### config.mk
export PLATFORM = sky130hd
export DESIGN_NAME = alu_share_arbiter
export DESIGN_NICKNAME = d
export VERILOG_FILES = /design/src/rtl/alu_share_arbiter.sv
export SDC_FILE = /design/constraint.sdc
export NUM_CORES = 1
export LEC_CHECK = 0
export ABC_AREA = 1
export CAP_MARGIN = 0
export CELL_PAD_IN_SITES_DETAIL_PLACEMENT = 1
export CELL_PAD_IN_SITES_GLOBAL_PLACEMENT = 2
export CORE_ASPECT_RATIO = 0.5
export CORE_MARGIN = 3
export CORE_UTILIZATION = 18
export CTS_BUF_LIST = sky130_fd_sc_hd__clkbuf_4 sky130_fd_sc_hd__clkbuf_8
export DETAILED_ROUTE_END_ITERATION = 12
export HOLD_SLACK_MARGIN = 0.12
export MAX_ROUTING_LAYER = met4
export PLACE_DENSITY_LB_ADDON = 0.1
export SETUP_SLACK_MARGIN = 0.1
export SLEW_MARGIN = 20
export SYNTH_ARGS = -nofsm -noshare
export SYNTH_HDL_FRONTEND = slang
export SYNTH_SLANG_ARGS = --single-unit
### constraint.sdc
create_clock -name clk -period 1.4 [get_ports clk]
set_input_delay 0.42 -clock clk [delete_from_list [all_inputs] [get_ports clk]]
set_output_delay 0.42 -clock clk [all_outputs]
set_load 0.005 [all_outputs]
### src/rtl/alu_share_arbiter.sv
// Two-port arbiter in front of one shared combinational ALU: one operation in flight,
// registered operands and registered results handed back to the requester that issued it.
module alu_share_arbiter #(
    parameter int DATA_WIDTH = 32,
    parameter int OP_WIDTH   = 4,
    parameter int RR_EN      = 1
) (
    input  logic                  clk,
    input  logic                  resetn,
    input  logic                  s0_req_valid,
    output logic                  s0_req_ready,
    input  logic [OP_WIDTH-1:0]   s0_alu_op,
    input  logic [DATA_WIDTH-1:0] s0_a,
    input  logic [DATA_WIDTH-1:0] s0_b,
    output logic                  s0_rsp_valid,
    input  logic                  s0_rsp_ready,
    output logic [DATA_WIDTH-1:0] s0_result,
    output logic [2:0]            s0_flags,
    output logic                  s0_rsp_err,
    input  logic                  s1_req_valid,
    output logic                  s1_req_ready,
    input  logic [OP_WIDTH-1:0]   s1_alu_op,
    input  logic [DATA_WIDTH-1:0] s1_a,
    input  logic [DATA_WIDTH-1:0] s1_b,
    output logic                  s1_rsp_valid,
    input  logic                  s1_rsp_ready,
    output logic [DATA_WIDTH-1:0] s1_result,
    output logic [2:0]            s1_flags,
    output logic                  s1_rsp_err,
    output logic [DATA_WIDTH-1:0] alu_A,
    output logic [DATA_WIDTH-1:0] alu_B,
    output logic [OP_WIDTH-1:0]   alu_ALUop,
    input  logic [DATA_WIDTH-1:0] alu_Result,
    input  logic                  alu_Overflow,
    input  logic                  alu_CarryOut,
    input  logic                  alu_Zero
);

    typedef enum logic [1:0] {IDLE, EXEC, RESP} state_t;

    state_t                state_q, state_d;
    logic                  last_grant_q, last_grant_d;
    logic                  gnt_id_q, gnt_id_d;
    logic [OP_WIDTH-1:0]   alu_op_q, alu_op_d;
    logic [DATA_WIDTH-1:0] alu_a_q, alu_a_d;
    logic [DATA_WIDTH-1:0] alu_b_q, alu_b_d;
    logic [DATA_WIDTH-1:0] result_q, result_d;
    logic [2:0]            flags_q, flags_d;
    logic                  err_q, err_d;

    logic grant;
    logic req_any;
    logic handshake;
    logic rsp_taken;

    function automatic logic op_legal(input logic [OP_WIDTH-1:0] op);
        case (op)
            OP_WIDTH'(0), OP_WIDTH'(1), OP_WIDTH'(2), OP_WIDTH'(3),
            OP_WIDTH'(4), OP_WIDTH'(5), OP_WIDTH'(6), OP_WIDTH'(7),
            OP_WIDTH'(10), OP_WIDTH'(11), OP_WIDTH'(15): return 1'b1;
            default: return 1'b0;
        endcase
    endfunction

    // Ties go to the port opposite the last accepted one (round-robin) or to s0.
    always_comb begin
        req_any = s0_req_valid | s1_req_valid;
        if (s0_req_valid && s1_req_valid)
            grant = (RR_EN != 0) ? ~last_grant_q : 1'b0;
        else
            grant = s1_req_valid;
        handshake = (state_q == IDLE) && req_any;
        rsp_taken = gnt_id_q ? s1_rsp_ready : s0_rsp_ready;
    end

    always_ff @(posedge clk or negedge resetn) begin
        if (!resetn) begin
            state_q      <= IDLE;
            last_grant_q <= 1'b1;
            gnt_id_q     <= 1'b0;
            alu_op_q     <= '0;
            alu_a_q      <= '0;
            alu_b_q      <= '0;
            result_q     <= '0;
            flags_q      <= '0;
            err_q        <= 1'b0;
        end else begin
            state_q      <= state_d;
            last_grant_q <= last_grant_d;
            gnt_id_q     <= gnt_id_d;
            alu_op_q     <= alu_op_d;
            alu_a_q      <= alu_a_d;
            alu_b_q      <= alu_b_d;
            result_q     <= result_d;
            flags_q      <= flags_d;
            err_q        <= err_d;
        end
    end

    always_comb begin
        state_d      = state_q;
        last_grant_d = last_grant_q;
        gnt_id_d     = gnt_id_q;
        alu_op_d     = alu_op_q;
        alu_a_d      = alu_a_q;
        alu_b_d      = alu_b_q;
        result_d     = result_q;
        flags_d      = flags_q;
        err_d        = err_q;
        case (state_q)
            IDLE: if (handshake) begin
                state_d      = EXEC;
                gnt_id_d     = grant;
                last_grant_d = grant;
                alu_op_d     = grant ? s1_alu_op : s0_alu_op;
                alu_a_d      = grant ? s1_a : s0_a;
                alu_b_d      = grant ? s1_b : s0_b;
            end
            EXEC: begin
                state_d  = RESP;
                result_d = alu_Result;
                flags_d  = {alu_Overflow, alu_CarryOut, alu_Zero};
                err_d    = ~op_legal(alu_op_q);
            end
            RESP: if (rsp_taken) state_d = IDLE;
            default: state_d = IDLE;
        endcase
    end

    always_comb begin
        s0_req_ready = handshake && !grant;
        s1_req_ready = handshake && grant;
        s0_rsp_valid = (state_q == RESP) && !gnt_id_q;
        s1_rsp_valid = (state_q == RESP) && gnt_id_q;
    end

    assign alu_A      = alu_a_q;
    assign alu_B      = alu_b_q;
    assign alu_ALUop  = alu_op_q;
    assign s0_result  = result_q;
    assign s1_result  = result_q;
    assign s0_flags   = flags_q;
    assign s1_flags   = flags_q;
    assign s0_rsp_err = err_q;
    assign s1_rsp_err = err_q;

endmodule
==> summary by stage <==
Critical path
The delay of the slowest cell on the worst path is 0.58 ns. Data arrives at the worst endpoint at 1.41 ns. Along the worst path, the maximum fanout reaches 3. The worst register-to-register path ends at alu_B[10]$_DFFE_PN0P_.

At the worst endpoint, the required time is 0.98 ns. For flop-to-flop paths, the worst setup slack is -0.28 ns. The cell that appears most often on the critical path is nand2_4.

By startpoint and endpoint, the worst setup path is classified as reg2out. The element type at the critical path start is a flip-flop. The signal on the critical path passes through nand2_4 > nand2_4 > buf_12 > nor2_4 > buf_2. The path depth of the worst reg2reg path is 11. The largest individual stage delay along the critical path comes from the cell dfstp_2. The reg-to-reg critical path startpoint is last_grant_q$_DFFE_PN1P_. STA classifies the critical path endpoint as an output port.

CTS
The H-tree depth is 3. Counting along the longest clock path gives a buffer depth of 2. TritonCTS built the clock tree. The clock-pin slew on the worst setup and hold paths is 0.12 ns. The clock latency on the worst-skew pair is 0.42 ns.

The number of buffers added by the clock tree synthesis step is 9. The root cell of the clock tree is clkbuf_8. The number of clock sinks is 108.

STA
The actual transition at the worst max-transition pin is 0.634 ns. The number of max-slew violations in the final report is 0. The final critical path takes up 131% of the cycle. The aggregate negative setup slack is -16.52 ns. Setup repair after global routing could not meet its margin everywhere. Across all setup checks in the final design, the least slack found is -0.428 ns. Derived from the worst setup path, the maximum achievable clock frequency is 547 MHz.

Subtracting the final worst setup slack from the clock period gives 1.83 ns. The final count of hold timing violations is 0. The worst slew slack as a fraction of its limit is 57.8%. The count of endpoints failing setup in the final report is 122. The clock arrives with 0.0171 ns of skew.

Final layout
For this run, the number of standard cells in the final layout without fillers is 1631. The leading cell type in the layout, fill and taps excluded is nand2_1. The fraction of final layout cells with drive strength greater than 1 is 35.9%. The growth of design area from synthesis to finish is 95.2%. The final net count is 1379. The area of all placed cells without fillers is 11100 sq um. The library cells used most frequently in the layout, excluding fill and tap cells, are nand2_1, clkdlybuf4s50_1, inv_1, dfrtp_1, nand3_1.

Floorplan
In this run the horizontal extent of the chip is 257 microns. The die boundary height is 131 microns. The cell row count is 45. The initial core utilization is 18.5%. The core area is 30700 sq um. The die covers 33800 sq um. The I/O pin total is 321.

Detailed routing
The number of DRC violations after detailed routing is 0. The average wire per standard cell is 17.8 microns. Across all layers, the routed design uses 6514 vias. The number of DRC markers after the initial detailed-route iteration is 150. Dividing the detail-routed via count by the number of cells gives 3.99. Once detail routing completed, the nets flagged for antenna violations numbered 0.

The total wire length is 29000 microns. The total iterations of the first detailed-routing run is 4.

Place
Routability-driven placement finished with a final weighted congestion of 0.708. The number of placed instances, taps included, is 1486. In this run the cell area measured after placement is 9170 sq um. The quantity of I/O buffers inserted on ports is 320.

The setup slack after placement is -0.928 ns. Detailed placement finished with a half-perimeter wire length of 17400 microns.

Pwr
The largest vdd supply drop is 0.720 mV. The power density of the placed cells is 1900 nW/um^2. The total power is 21.0 mW.

The reported leakage power is 5.93 nW.

GRT
Global routing consumed, over all layers together, 17.4% of the routing resources. The number of antenna violations at the first check in global routing is 1. The pin count of the biggest net entering global routing is 70. The first global-routing pass estimated 43400 microns of wire.

The via count of the first global-routing pass is 6957. The overflow left after global routing is 0.

Outcome
The final reports fail on negative setup slack. The run finished, with violations left.

Logic synthesis
The number of nets in the synthesized netlist is 975. In the synthesized netlist, the number of instances is 798. During synthesis, Yosys emitted a total of 0 warnings. The register bit total from synthesis is 108. Summing the sequential cell areas from Yosys gives 47.7% of the chip area.

The number of distinct library cells after synthesis is 14. The mean instance size in the synthesized netlist is 7.10 sq um. The netlist area before placement is 5670 sq um.

Run
The total of max-cap violations is 0.

Worst hold path
The tightest min-delay check is of the in2async type.
## Yosys cell counts
| library cell | n | share of area [%] |
|---|---|---|
| buf_2 | 34 | 3.0 |
| buf_4 | 36 | 4.8 |
| clkbuf_1 | 8 | 0.53 |
| dfrtp_1 | 107 | 47 |
| dfstp_2 | 1 | 0.46 |
| inv_1 | 143 | 9.5 |
| inv_2 | 2 | 0.13 |
| nand2_1 | 319 | 21 |
| nand3_1 | 138 | 12 |
| nor2_1 | 4 | 0.26 |
| nor2_2 | 2 | 0.22 |
| nor2_4 | 2 | 0.40 |
| o21ai_0 | 1 | 0.088 |
| o21ai_1 | 1 | 0.088 |
## where the power goes
| part | total (mW) | internal, mW | switching [mW] |
|---|---|---|---|
| logic | 13.1 | 7.25 | 5.89 |
| registers | 5.71 | 4.71 | 1.00 |
| clock network | 2.15 | 0.900 | 1.25 |
| total | 21.0 | 12.9 | 8.14 |
## state kept, by name (all words and copies together), names as in the netlist
| signal | cells |
|---|---|
| gnt_id_q | 1 |
| last_grant_q | 1 |
| alu_ALUop | 4 |
| s0_result | 32 |
| alu_A | 32 |
| s0_flags | 3 |
| alu_B | 32 |
| state_q | 2 |
| s0_rsp_err | 1 |
## per-stage QoR
step,hold slack [ns],util [%]
final,0.416,36.0
after detailed placement,0.343,29.9
after CTS,0.387,33.9
after global routing,0.413,36.0
after global placement,0.345,29.9
after floorplan,0.124,-
## critical path: cells and delay by family, from the launching register on
family                 cells  cell delay [ns]
buffers and inverters      2             0.22
flip-flops                 1             0.58
AND/OR/NAND/NOR            3             0.18
## logic make-up after synthesis
family                 count (synthesis)  synth area share, %
AO/OA/AOI/OAI                          2                0.176
buffers and inverters                223                 17.9
AND/OR/NAND/NOR                      465                 34.2
flip-flops                           108                 47.7
## layer usage
| metal | global-route usage [%] | share of wire, % | vias to the layer above | routed length [microns] |
|---|---|---|---|---|
| met5 | - | 0 | - | 0 |
| met4 | 3.27 | 1.2 | 0 | 352 |
| met2 | 32.0 | 54 | 114 | 15700 |
| met1 | 19.6 | 41 | 3228 | 12000 |
| li1 | - | - | 3153 | - |
| met3 | 3.52 | 3.0 | 19 | 875 |
## layout make-up
cell class / instances / area [sq um]
fillers: 3634 / 19600
repair buffers: 471 / 4700
inverters: 145 / 549
clock buffers: 11 / 145
clock inverters: 5 / 61.3
well taps: 423 / 529
multi-input cells: 467 / 2370
diodes: 1 / 2.50
flip-flops and latches: 108 / 2700
## how the worst max path moves through the flow
stage	depth (start not counted)	slack (ns)	startpoint	to
CTS	5	-0.47	last_grant_q$_DFFE_PN1P_	s0_req_ready
detailed placement	6	-0.93	s0_req_valid	s0_req_ready
global placement	6	-0.89	s0_req_valid	s0_req_ready
floorplan	6	0.02	state_q[1]$_DFFE_PN0P_	s0_req_ready
global route	5	-0.51	last_grant_q$_DFFE_PN1P_	s0_req_ready
finish	5	-0.43	last_grant_q$_DFFE_PN1P_	s1_req_ready
## what timing repair did
item | in CTS | in global routing
pin swaps | 19 | 9
hold buffers | 1 | 0
hold endpoints to repair | 15 | 0
endpoints found under the setup margin | 218 | 250
buffers inserted | 74 | 43
gates cloned | 15 | 4
resized for setup | 722 | 107
Power figures use the tool's default switching activity.
